[src/rtl/cart_loader.sv]
// Cart ROM loader: parks each host download word until the next CPU ce slot, writes it to the
// ROM dpram and captures header fields. Optional header checksum: CART_LOADER_CHECKSUM_EN.
module cart_loader #(
  parameter int ADDR_W = 24
) (
  input  logic              clk_sys,
  input  logic              reset_n,
  input  logic              ce,
  input  logic              dl_active,
  input  logic              ioctl_wr,
  input  logic [ADDR_W:0]   ioctl_addr,
  input  logic [15:0]       ioctl_dout,
  output logic              ioctl_wait,
  output logic [ADDR_W-1:0] mem_addr,
  output logic [15:0]       mem_din,
  output logic              mem_we,
  output logic [7:0]        cart_cgb_flag,
  output logic [7:0]        cart_mbc_type,
  output logic [7:0]        cart_rom_size,
  output logic [7:0]        cart_ram_size,
  output logic [ADDR_W-1:0] words_loaded,
  output logic              hdr_ok,
  output logic              cart_ready
);

  typedef enum logic [1:0] {IDLE, PEND, WRITE, FINISH} state_e;

  // Header locations as word addresses (byte address >> 1).
  localparam logic [ADDR_W-1:0] W_HDR_LO = ADDR_W'(32'h09A);
  localparam logic [ADDR_W-1:0] W_CGB    = ADDR_W'(32'h0A1);
  localparam logic [ADDR_W-1:0] W_MBC    = ADDR_W'(32'h0A3);
  localparam logic [ADDR_W-1:0] W_SIZE   = ADDR_W'(32'h0A4);
  localparam logic [ADDR_W-1:0] W_CSUM   = ADDR_W'(32'h0A6);
  localparam logic [ADDR_W-1:0] W_MIN    = ADDR_W'(32'h0A8);

  state_e            state_q, state_d;
  logic [ADDR_W-1:0] addr_q, addr_d;
  logic [15:0]       data_q, data_d;
  logic [ADDR_W-1:0] wl_q;
  logic [7:0]        cgb_q, mbc_q, rom_q, ram_q;
  logic              dl_q, edge_en_q, fin_pend_q;
  logic              rdy_q, ok_q, rdy_ok;
  logic              dl_rise, dl_fall, do_write, do_finish;
  logic              unused_addr_lsb;

  assign unused_addr_lsb = ioctl_addr[0];

  // edge_en_q masks the first cycle after reset so dl_q can pick up the live level.
  assign dl_rise   = edge_en_q &  dl_active & ~dl_q;
  assign dl_fall   = edge_en_q & ~dl_active &  dl_q;
  assign do_write  = (state_q == WRITE);
  assign do_finish = (state_q == FINISH);

  always_comb begin
    state_d = state_q;
    addr_d  = addr_q;
    data_d  = data_q;
    case (state_q)
      IDLE: begin
        if ((fin_pend_q || dl_fall) && !dl_active) begin
          state_d = FINISH;
        end else if (ioctl_wr && dl_active) begin
          state_d = PEND;
          addr_d  = ioctl_addr[ADDR_W:1];
          data_d  = ioctl_dout;
        end
      end
      PEND:    if (ce) state_d = WRITE;
      WRITE:   state_d = IDLE;
      FINISH:  state_d = IDLE;
      default: state_d = IDLE;
    endcase
  end

  always_ff @(posedge clk_sys or negedge reset_n) begin
    if (!reset_n) begin
      state_q    <= IDLE;
      addr_q     <= '0;
      data_q     <= '0;
      dl_q       <= 1'b0;
      edge_en_q  <= 1'b0;
      fin_pend_q <= 1'b0;
    end else begin
      state_q   <= state_d;
      addr_q    <= addr_d;
      data_q    <= data_d;
      dl_q      <= dl_active;
      edge_en_q <= 1'b1;
      if (dl_rise || do_finish) fin_pend_q <= 1'b0;
      else if (dl_fall)         fin_pend_q <= 1'b1;
    end
  end

  always_ff @(posedge clk_sys or negedge reset_n) begin
    if (!reset_n) begin
      wl_q <= '0;
    end else if (dl_rise) begin
      wl_q <= '0;
    end else if (do_write && wl_q != '1) begin
      wl_q <= wl_q + 1'b1;
    end
  end

  // Header bytes survive across downloads; only reset or a new header write replaces them.
  always_ff @(posedge clk_sys or negedge reset_n) begin
    if (!reset_n) begin
      cgb_q <= '0;
      mbc_q <= '0;
      rom_q <= '0;
      ram_q <= '0;
    end else if (do_write) begin
      if (addr_q == W_CGB) cgb_q <= data_q[15:8];
      if (addr_q == W_MBC) mbc_q <= data_q[15:8];
      if (addr_q == W_SIZE) begin
        rom_q <= data_q[7:0];
        ram_q <= data_q[15:8];
      end
    end
  end

`ifdef CART_LOADER_CHECKSUM_EN
  logic [7:0] acc_q;
  logic [7:0] acc_lo;

  // acc_lo folds in the low byte; the high byte of the last word is the stored checksum.
  assign acc_lo = acc_q - data_q[7:0] - 8'd1;

  always_ff @(posedge clk_sys or negedge reset_n) begin
    if (!reset_n) begin
      acc_q <= '0;
      ok_q  <= 1'b0;
    end else if (dl_rise) begin
      acc_q <= '0;
      ok_q  <= 1'b0;
    end else if (do_write) begin
      if (addr_q >= W_HDR_LO && addr_q < W_CSUM) begin
        acc_q <= acc_lo - data_q[15:8] - 8'd1;
      end else if (addr_q == W_CSUM) begin
        acc_q <= acc_lo;
        ok_q  <= (acc_lo == data_q[15:8]);
      end
    end
  end

  assign rdy_ok = ok_q;
`else
  always_ff @(posedge clk_sys or negedge reset_n) begin
    if (!reset_n)       ok_q <= 1'b0;
    else if (dl_rise)   ok_q <= 1'b0;
    else if (do_finish) ok_q <= 1'b1;
  end

  assign rdy_ok = 1'b1;
`endif

  always_ff @(posedge clk_sys or negedge reset_n) begin
    if (!reset_n)       rdy_q <= 1'b0;
    else if (dl_rise)   rdy_q <= 1'b0;
    else if (do_finish) rdy_q <= (wl_q >= W_MIN) && rdy_ok;
  end

  // Wait is decoded from state so an async reset drops it immediately.
  assign ioctl_wait    = (state_q == PEND) || (state_q == WRITE);
  assign mem_we        = do_write;
  assign mem_addr      = addr_q;
  assign mem_din       = data_q;
  assign words_loaded  = wl_q;
  assign cart_cgb_flag = cgb_q;
  assign cart_mbc_type = mbc_q;
  assign cart_rom_size = rom_q;
  assign cart_ram_size = ram_q;
  assign hdr_ok        = ok_q;
  assign cart_ready    = rdy_q;

endmodule

[config.mk]
export PLATFORM = sky130hd
export DESIGN_NAME = cart_loader
export DESIGN_NICKNAME = d
export VERILOG_FILES = /design/src/rtl/cart_loader.sv
export SDC_FILE = /design/constraint.sdc
export NUM_CORES = 1
export LEC_CHECK = 0
export CAP_MARGIN = 30
export CELL_PAD_IN_SITES_DETAIL_PLACEMENT = 1
export CELL_PAD_IN_SITES_GLOBAL_PLACEMENT = 1
export CORE_ASPECT_RATIO = 0.8
export CORE_UTILIZATION = 36
export DETAILED_ROUTE_END_ITERATION = 6
export PLACE_DENSITY = 0.8
export SLEW_MARGIN = 15
export SYNTH_ARGS = -nofsm -noshare
export SYNTH_HDL_FRONTEND = slang
export SYNTH_SLANG_ARGS = --single-unit
[constraint.sdc]
create_clock -name clk_sys -period 2.65 [get_ports clk_sys]
set_clock_uncertainty 0.15 [all_clocks]
set_input_delay 0.6625 -clock clk_sys [delete_from_list [all_inputs] [get_ports clk_sys]]
set_output_delay 0.6625 -clock clk_sys [all_outputs]
set_load 0.1 [all_outputs]
==> metrics.md <==
| Metric | Value |
|---|---|
| DR iter-0 viols | 89 |
| HP Class | in2async |
| Grt met3 use | 4.86% |
| Avg Inst Size Synth | 12.6 um^2 |
| Worst EP required | 2750 ps |
| Detail Route Antenna Nets | 0 |
| CTS H-tree lvls | 3 |
| Row cnt | 35 |
| Detailed Place HPWL | 9.01 mm |
| Initial Util | 37.9% |
| Synth cell count leaders | dfrtp_1, mux2_2, nor2_1, a21oi_1, nand2_1 |
| Gp weighted congestion | 0.820 |
| Critical path class | reg2reg |
| Mapped Nets | 405 |
| Max rail drop VDD | 0.00123 V |
| R2R setup slack | 120 ps |
| Final setup violation count | 0 |
| Vias in the first global route | 3675 |
| Syn Inst Count | 353 |
| Initial antenna violation count | 0 |
| FF+latch count, synth | 103 |
| CTS Hold Bufs | 0 |
| Status | complete, no violations |
| Crit start category | register |
| Number of synthesized flops with an enable pin | 0 |
| Relative slew slack | 61.4% |
| Largest net degree at the start of global routing | 47 |
| Synth Flop Type | dfrtp_1 |
| DRC viols | 0 |
| I/O Buffers | 144 |
| Share of cells above drive strength 1 | 45.4% |
| Die ar. | 0.0128 mm^2 |
| Pwr dens | 1280 mW/mm^2 |
| CTS Buffer Depth | 2 |
| Nets | 560 |
| Synthesized area | 0.00446 mm^2 |
| Grt peak-use layer | met2 |
| Worst-Margin Slew | 574 ps |
| Synth async-reset ratio | 100% |
| Final Hold Viols | 0 |
| Crit path arrival time | 2640 ps |
| Area leader, netlist | dfrtp_1 |
| Num CTS Buffers | 9 |
| Worst hold slack | 112 ps |
| Core area | 0.0118 mm^2 |
| Sequential fraction of the synthesis area | 57.8% |
| Maximum clock frequency | 395 MHz |
| GRT Total Usage | 19.4% |
| Met2 Use GR | 33.1% |
| Final Critical Period | 2530 ps |
| Crit path capture type | register |
| Static Leakage | 2.89 nW |
| Max_cap viols | 0 |
| TritonCTS clock tree | done |
| Clock Sinks | 103 |
| Root Buffer | clkbuf_16 |
| Fin util | 53.6% |
| Met1 usage | 24.6% |
| Avg WL per Cell | 18.3 um |
| CP max FO | 8 |
| Via Count | 3419 |
| Worst skew pair latency | 330 ps |
| WL final | 12.1 mm |
| Distinct cells, synth | 41 |
| Depth of the most critical reg-to-reg path | 5 |
| Clock-pin transition on the worst setup and hold timing paths | 80 ps |
| Fin crit share | 95.6% |
| DR pass1 iterations | 4 |
| Final global-route overflow total | 0 |
| Drt via density | 5.17 |
| Io pins | 146 |
| Synth top area share | 57.8% |
| RSZ-0062 raised after global routing | no |
| Max-slew violations | 0 |
| P&R area growth vs syn | 41.4% |
| YS warnings | 0 |
| Area contributors post-synth | dfrtp_1, mux2_2, a21oi_1 |
| Overall die height | 102 um |
| First-pass GRT wire length | 19.4 mm |
| Die X | 126 um |
| # diodes | 0 |
| Count leader, synth | dfrtp_1 |
[metal layers]
| metal | vias up | part of all wire, % |
|---|---|---|
| met5 | - | 0 |
| met4 | 0 | 1.1 |
| met3 | 8 | 4.8 |
| met2 | 91 | 49 |
| met1 | 1723 | 45 |
| li1 | 1597 | - |
[through the flow]
step	worst slack, ps	area [um^2]	power [mW]	setup TNS [ps]	std cells
5_1_grt	19.9	6310	8.36	0	661
3_3_place_gp	158	5980	6.63	0	644
3_5_place_dp	46.2	5980	6.73	0	644
6_report	118	6310	8.07	0	661
2_1_floorplan	-0.409	4500	5.62	-0.409	353
4_1_cts	15.8	6300	8.14	0	660
[layout make-up]
type	count	area, um^2
inverter	9	33.8
sequential	103	2610
fill	1238	5470
clock buffer	10	239
timing repair buffer	156	1340
clock inverter	6	76.3
multi-input combinational	229	1830
tap	148	185
[placed cells by master (no fill, tap or decap), drive strengths merged, types with 4 or more instances in the layout]
cell type / instances
ha: 6
o21ai: 14
clkdlybuf4s50: 43
dfrtp: 103
nand2: 17
nor4: 12
clkbuf: 10
o31ai: 5
a21oi: 19
nand3: 11
buf: 113
o211ai: 4
or3: 8
or4: 10
nor2: 20
xnor2: 5
mux2: 72
nor4b: 4
inv: 12
nand4: 5
[repair_timing]
item,in CTS,in global routing
resized for setup,0,1
setup endpoints to repair,0,31
setup buffers,0,1
[path summary, 6_finish.rpt]
check,endpoint,from
min reg2reg,cart_ram_size[7]$_DFFE_PN0P_,cart_ram_size[7]$_DFFE_PN0P_
max in group asynchronous,mem_addr[7]$_DFFE_PN0P_,reset_n
max reg2reg,words_loaded[20]$_DFFE_PN0P_,words_loaded[1]$_DFFE_PN0P_
min in group clk_sys,cart_ram_size[7]$_DFFE_PN0P_,cart_ram_size[7]$_DFFE_PN0P_
max,words_loaded[20]$_DFFE_PN0P_,words_loaded[1]$_DFFE_PN0P_
min,fin_pend_q$_DFFE_PN0P_,reset_n
[kinds of logic after synthesis]
kind of cell | Yosys count | synth area share (%)
fa+ha+maj | 6 | 1.68
xor+xnor | 8 | 1.57
compound gates | 46 | 6.23
other cells | 1 | 0.0840
simple gates | 96 | 12.6
mux | 72 | 18.2
flops | 103 | 57.8
buf+inv | 21 | 1.88
[flip-flops by register name (all words and copies together) (netlist names), 2 cells and up]
register and flops:
cart_cgb_flag 8, cart_mbc_type 8, cart_ram_size 8, cart_rom_size 8, mem_addr 24, mem_din 16, state_q 2, words_loaded 24
[critical path, stage by stage (launching register included)]
cell     delay [ps]
dfrtp_4         440
ha_1            270
nand4_1         180
or4_1           700
or4_1           560
a21oi_1         160
[power breakdown]
part           internal (mW)  switching, mW
Combinational          0.999           3.33
Sequential              1.96          0.397
Clock                  0.776          0.604
Note: power is estimated with default switching activity, not from simulation.
